===== src/rtl/m_ram_reader_pkg.sv =====
// Shared widths and state encoding for the RAM read-side controller.
package m_ram_reader_pkg;

  localparam int RAM_ADR_W = 6;
  localparam int RAM_DAT_W = 4;

  typedef enum logic {
    ST_IDLE = 1'b0,
    ST_RUN  = 1'b1
  } state_t;

endpackage


===== src/rtl/m_ram_reader_rise_edge.sv =====
// Rising-edge detector for a debounced button level; one history flop.
module m_rise_edge (
  input  logic clk,
  input  logic rst_n,
  input  logic in,
  output logic out
);

  logic in_q;

  always_ff @(posedge clk or negedge rst_n) begin
    if (!rst_n) in_q <= 1'b0;
    else        in_q <= in;
  end

  assign out = in & ~in_q;

endmodule


===== src/rtl/m_ram_reader.sv =====
// RAM read-side controller: single-step / scan / clear of the read address,
// data capture one cycle after each address change, hex digits for display.
//
//   state   | meaning
//   --------+----------------------------------------------------------
//   ST_IDLE | address held; step edge advances by one (always wraps)
//   ST_RUN  | address advances on every prescaler tick; step ignored
module m_ram_reader
  import m_ram_reader_pkg::*;
#(
  parameter int ADR_W  = RAM_ADR_W,
  parameter int DAT_W  = RAM_DAT_W,
  parameter int TICK_W = 24,
  parameter bit WRAP   = 1'b1
) (
  input  logic             clk,
  input  logic             rst_n,
  input  logic             btn_run,
  input  logic             btn_step,
  input  logic             btn_clr,
  input  logic [DAT_W-1:0] rdata,
  output logic [ADR_W-1:0] adr,
  output logic [DAT_W-1:0] dat,
  output logic             dat_vld,
  output logic             running,
  output logic             wrap_p,
  output logic [3:0]       hex_ah,
  output logic [3:0]       hex_al
);

  logic run_e, step_e, clr_e;
  state_t state;
  logic [TICK_W-1:0] presc;
  logic tick, at_last, adv, stop;

  m_rise_edge u_run  (.clk(clk), .rst_n(rst_n), .in(btn_run),  .out(run_e));
  m_rise_edge u_step (.clk(clk), .rst_n(rst_n), .in(btn_step), .out(step_e));
  m_rise_edge u_clr  (.clk(clk), .rst_n(rst_n), .in(btn_clr),  .out(clr_e));

  // Down-counter loaded with all-ones on RUN entry: terminal count at zero
  // gives the first tick 2**TICK_W cycles later, then every 2**TICK_W.
  assign tick    = (state == ST_RUN) && (presc == '0);
  assign at_last = (adr == {ADR_W{1'b1}});

  // clr and run toggle pre-empt any advance in the same cycle.
  assign adv  = !clr_e && !run_e &&
                (((state == ST_IDLE) && step_e) || (tick && (WRAP || !at_last)));
  assign stop = !clr_e && !run_e && tick && !WRAP && at_last;

  always_ff @(posedge clk or negedge rst_n) begin
    if (!rst_n) begin
      state   <= ST_IDLE;
      presc   <= '0;
      adr     <= '0;
      dat     <= '0;
      dat_vld <= 1'b0;
      running <= 1'b0;
      wrap_p  <= 1'b0;
    end else begin
      wrap_p <= 1'b0;
      if (state == ST_RUN) presc <= presc - TICK_W'(1);

      if (clr_e) begin
        state   <= ST_IDLE;
        running <= 1'b0;
        adr     <= '0;
      end else if (run_e) begin
        if (state == ST_IDLE) begin
          state   <= ST_RUN;
          running <= 1'b1;
          presc   <= '1;
        end else begin
          state   <= ST_IDLE;
          running <= 1'b0;
        end
      end else if (adv) begin
        adr    <= adr + ADR_W'(1);
        wrap_p <= at_last;
      end else if (stop) begin
        state   <= ST_IDLE;
        running <= 1'b0;
        wrap_p  <= 1'b1;
      end

      if (clr_e || adv) begin
        dat_vld <= 1'b0;
      end else begin
        dat     <= rdata;
        dat_vld <= 1'b1;
      end
    end
  end

  assign hex_ah = 4'(adr >> 4);
  assign hex_al = adr[3:0];

endmodule

===== config.mk =====
export PLATFORM = sky130hd
export DESIGN_NAME = m_ram_reader
export DESIGN_NICKNAME = d
export VERILOG_FILES = /design/src/rtl/m_ram_reader_pkg.sv /design/src/rtl/m_ram_reader_rise_edge.sv /design/src/rtl/m_ram_reader.sv
export SDC_FILE = /design/constraint.sdc
export NUM_CORES = 1
export LEC_CHECK = 0
export ABC_CLOCK_PERIOD_IN_PS = 2700
export CORE_UTILIZATION = 30
export DETAILED_ROUTE_END_ITERATION = 10
export HOLD_SLACK_MARGIN = 0.06
export PLACE_DENSITY = 0.54
export SETUP_SLACK_MARGIN = 0.05
export SYNTH_ARGS = -nofsm -noshare
export SYNTH_HDL_FRONTEND = slang
export SYNTH_SLANG_ARGS = --single-unit

===== constraint.sdc =====
create_clock -name clk -period 2.7 [get_ports clk]
set_input_delay 0.405 -clock clk [delete_from_list [all_inputs] [get_ports clk]]
set_output_delay 0.405 -clock clk [all_outputs]
set_load 0.03 [all_outputs]

; ---- Word level (Yosys, flattened, before mapping)
; Cells that the tools add are included.
[word_totals]
regBits = 40
inputBits = 9
out_inout_bits = 21
elab_cells = 46
[classes]
n_addsub = 2
n_eq_ne = 2
n_mux = 14
bitwise = 7
reduce_logical = 12
[ops]
columns = cell, n
row1 = two-way mux 24 bit, 4
row2 = zero test 24 bit, 1
row3 = "subtractor 24 x 1 -> 24 bit, second input constant", 1
row4 = two-way mux 6 bit, 3
row5 = two-way mux 1 bit, 7
row6 = "adder 6 x 1 -> 6 bit, second input constant", 1
row7 = "== test 6 bit, second input constant", 1
row8 = logical AND 1 bit, 4
row9 = inverter 1 bit, 4
row10 = nonzero test 2 bit, 2
row11 = bitwise AND 1 bit, 3
row12 = zero test 1 bit, 2
row13 = logical OR 1 bit, 2
row14 = "!= test 2 x 1 -> 1 bit, second input constant", 1
row15 = AND reduction 2 bit, 1

; ---- Longest topological paths before layout
[logic_depth]
word_depth = 8
depth_mapped = 8
mapped_depth_nobuf = 7

; ---- Hierarchy
; A second synthesis with hierarchy kept.
[unflattened]
cells_unflattened = 192
hier_area_um2 = 1984.4
[modules_own_cells]
columns = mod, instances, cells_per_inst, area_each_um2, seq_area_each_um2
row1 = m_ram_reader, 1, 186, 1868.0, 925.9
row2 = m_rise_edge, 3, 2, 38.8, 25.0

; ---- Worst setup path after synthesis
; No wires, ideal clock.
[synth_path]
path_type = register -> register
from = register state
to = register dat[0]
setup_time_ns = 0.125
arrival_ns = 2.017
required_ns = 2.575
path_slack_ns = 0.558
stages_incl_launch_ff = 6
n_path_buf = 0
synth_period_minus_slack_ns = 2.142
path_cell_list = dfrtp_1 or3b_2 nor4_2 a21oi_1 o21ai_1 mux2_2
[synth_between]
elab_chain_len = 5
elab_cells_between_ends = 6
cone_classes = 1 x bitwise / 5 x reduce/logical
[synth_lines]
columns = element, line_no
row1 = from (decl), m_ram_reader.sv:32  ; state_t state;
row2 = from (signal assigned), m_ram_reader.sv:52  ; state <= ST_IDLE;
row3 = from (signal assigned), m_ram_reader.sv:64  ; state <= ST_IDLE;
row4 = from (signal assigned), m_ram_reader.sv:69  ; state <= ST_RUN;
row5 = inverter 1 bit, n/a
row6 = logical AND 1 bit, m_ram_reader.sv:47  ; (((state == ST_IDLE) && step_e) || (tick && (WRAP || !at_last)));
row7 = logical OR 1 bit *, m_ram_reader.sv:47
row8 = logical AND 1 bit *, m_ram_reader.sv:46  ; assign adv = !clr_e && !run_e &&
row9 = logical OR 1 bit *, m_ram_reader.sv:85  ; if (clr_e || adv) begin
row10 = to (signal assigned), m_ram_reader.sv:88  ; dat <= rdata;
row11 = to (decl), m_ram_reader.sv:23  ; output logic [DAT_W-1:0] dat,
; Every way passes the cells marked *; elsewhere a longest branch is shown, timed or not.
; A chain may end at the register's enable or synchronous reset.

; ---- Worst setup path after layout
[layout_path]
from = register presc[6]
to = register dat[2]
[layout_between]
elab_chain_len = 5
[layout_lines]
columns = element, line_no
row1 = from (decl), m_ram_reader.sv:33  ; logic [TICK_W-1:0] presc;
row2 = from (signal assigned), m_ram_reader.sv:61  ; if (state == ST_RUN) presc <= presc - TICK_W'(1);
row3 = zero test 24 bit, m_ram_reader.sv:42  ; assign tick = (state == ST_RUN) && (presc == '0);
row4 = logical AND 1 bit, m_ram_reader.sv:42
row5 = logical OR 1 bit, m_ram_reader.sv:47
row6 = logical AND 1 bit, m_ram_reader.sv:46
row7 = logical OR 1 bit, m_ram_reader.sv:85
; Every way passes these cells.

==> results.toml <==
[global_routing]
antenna_found_initial = 0
grt_pass1_vias = 1461
grt_pass1_wl_mm = 6.83
grt_max_degree = 41
grtUsageTotal_pct = 12.2
grt-ovfl-total = 0

[floorplan]
coreArea_um2 = 6390
io_pins = 30
rows = 29
initial_core_util_pct = 31.3
die_h_um = 83.6
fp.dieW_um = 83.6
fp.dieArea_um2 = 6990

[yosys]
synth-seq-area-share_pct = 50.1
syn_inst = 196
syn_area_um2 = 2000
async_flop_share_pct = 100
syn-mean-instance-area_um2 = 10.2
synth_ff_type = "dfrtp_1"
synth_cell_types = 35
synth_seq_cells = 40
synth-edff-count = 0
ys_warn_count = 0

[power]
leakagePower_nw = 0.814
p_per_area_nw_per_um2 = 560
ir_drop_uv = 336

[timing]
grt_setup_unrepaired = "false"
fmax_mhz = 439
skew_ps = 2.25
hold_ws_ps = 236
finalSetupViolations = 0
finalHoldViolations = 0
fin_crit_sh_pct = 84.5
max-slew-margin-rel_pct = 40.6
finalMaxSlewViolations = 0
setup_ws_ps = 420
period_minus_slack_ps = 2280
finalSetupTns_ps = 0
worst_pin_slew_ps = 891

[cells_and_area]
final_util_pct = 37.7
diodes = 0
area_growth_pct = 20.4
final.fill_count = 651
nets = 236
drive_gt1_share_pct = 11.6
mostFrequentLayoutCell = "dfrtp_1"
mostFrequentLayoutCells = "dfrtp_1, clkdlybuf4s50_1, nand2_1"
final_cell_area_um2 = 2410

[status]
status = "completed"

[clock_tree]
post_cts_buffers = 0
htreeDepth = 2
cts_resized = 0
cts_hold_buffers = 0
cts.clk_slew.worst_paths_ps = 80
cts-root-buf = "clkbuf_8"
clk_latency_ps = 290
cts-buffers-inserted = 5
cts_tree = "done"
cts.sinks = 40
clock_path_buffers = 2

[drt]
vias_per_cell = 4.77
drt_iter0_markers = 52
m1WireLength_mm = 1.89
wl_met3_um = 159
vias = 1436
wl_per_cell_um = 12.8
routed-wl-met2_mm = 1.74
ant_nets = 0
wirelength_mm = 3.84
drt_first_pass_iters = 4
drc = 0
routed.top_layer = "met4"

[placed_design]
dp_hpwl_mm = 2.62
place_ws_ps = 430
portBuffers = 27
gp_congestion = 0.709
dpl_cell_area_um2 = 2320

[setup_path]
cp.required_ps = 2880
critical_path_class = "register to register"
start_kind = "register"
reg2reg_slack_ps = 420
worstPathArrival_ps = 2460
cp_max_fo = 5
endpoint_kind = "register"

[job]
max_cap_violations = 0

[hold_path]
hp-class = "input pin to async pin"
## cells by family after synthesis
| family | count (synthesis) | share of synthesized area [%] |
|---|---|---|
| other | 1 | 0.188 |
| AOI/OAI and AO/OA | 23 | 6.38 |
| buffers and inverters | 18 | 5.26 |
| DFF | 40 | 50.1 |
| muxes | 4 | 2.25 |
| xor gates and xnor gates | 20 | 8.76 |
| adders and majority gates | 4 | 2.50 |
| and+or+nand+nor | 86 | 24.6 |
## metrics by stage
step	std cells	total power [mW]
after floorplan	197	0.870
after global placement	293	0.966
after detailed placement	293	0.970
after CTS	301	1.37
final	301	1.35
after global routing	301	1.43
## cells in the mapped netlist, types with 6 or more instances
| cell | instances | area [um2] |
|---|---|---|
| buf_4 | 8 | 60.1 |
| nor2_1 | 10 | 37.5 |
| dfrtp_1 | 40 | 1000 |
| a21oi_1 | 12 | 60.1 |
| xor2_1 | 7 | 61.3 |
| or3_1 | 7 | 43.8 |
| nor3_1 | 9 | 45.0 |
| xnor2_1 | 13 | 114 |
| or4_1 | 6 | 45.0 |
| nand2_1 | 21 | 78.8 |
## critical path, stage by stage (launching register included)
cell and delay [ps]:
dfrtp_1 420, or4_4 560, nor4_2 280, a21oi_1 140, o21ai_1 380, mux2_2 390
## state kept, by name (all words and copies together) (netlist names)
name and flops:
adr 6, dat 4, u_run.in_q 1, u_step.in_q 1, wrap_p 1, dat_vld 1, state 1, u_clr.in_q 1
presc 24
## final timing paths
path	from	endpoint	cells past startpoint
worst max-delay path	presc[6]	dat[2]	5
worst min-delay path	rst_n	dat[2]	1
worst max register to register	presc[6]	dat[2]	5
worst min register to register	dat[1]	dat[1]	1
max in group asynchronous	rst_n	presc[3]	1
min in group clk	dat[1]	dat[1]	1
## power by group
| group | switching (mW) | internal (mW) |
|---|---|---|
| sequential | 0.0427 | 0.643 |
| combinational | 0.152 | 0.118 |
| clock | 0.213 | 0.180 |
| total | 0.407 | 0.941 |
## cell type report
type,instances,area (um2),share of cell area (%)
Clock buffer,5,68.8,2.86
Clock inverter,3,18.8,0.780
Inverter,4,15.0,0.624
Multi-Input combinational cell,139,897,37.3
Sequential cell,40,1000,41.6
Tap cell,77,96.3,4.00
Timing Repair Buffer,33,310,12.9
## metal layers
layer,global-route usage [%],up-vias
met1,15.7,680
met3,3.17,7
met5,0,-
met2,19.7,28
li1,-,721
met4,4.62,0
Note: power is estimated with default switching activity, not from simulation.
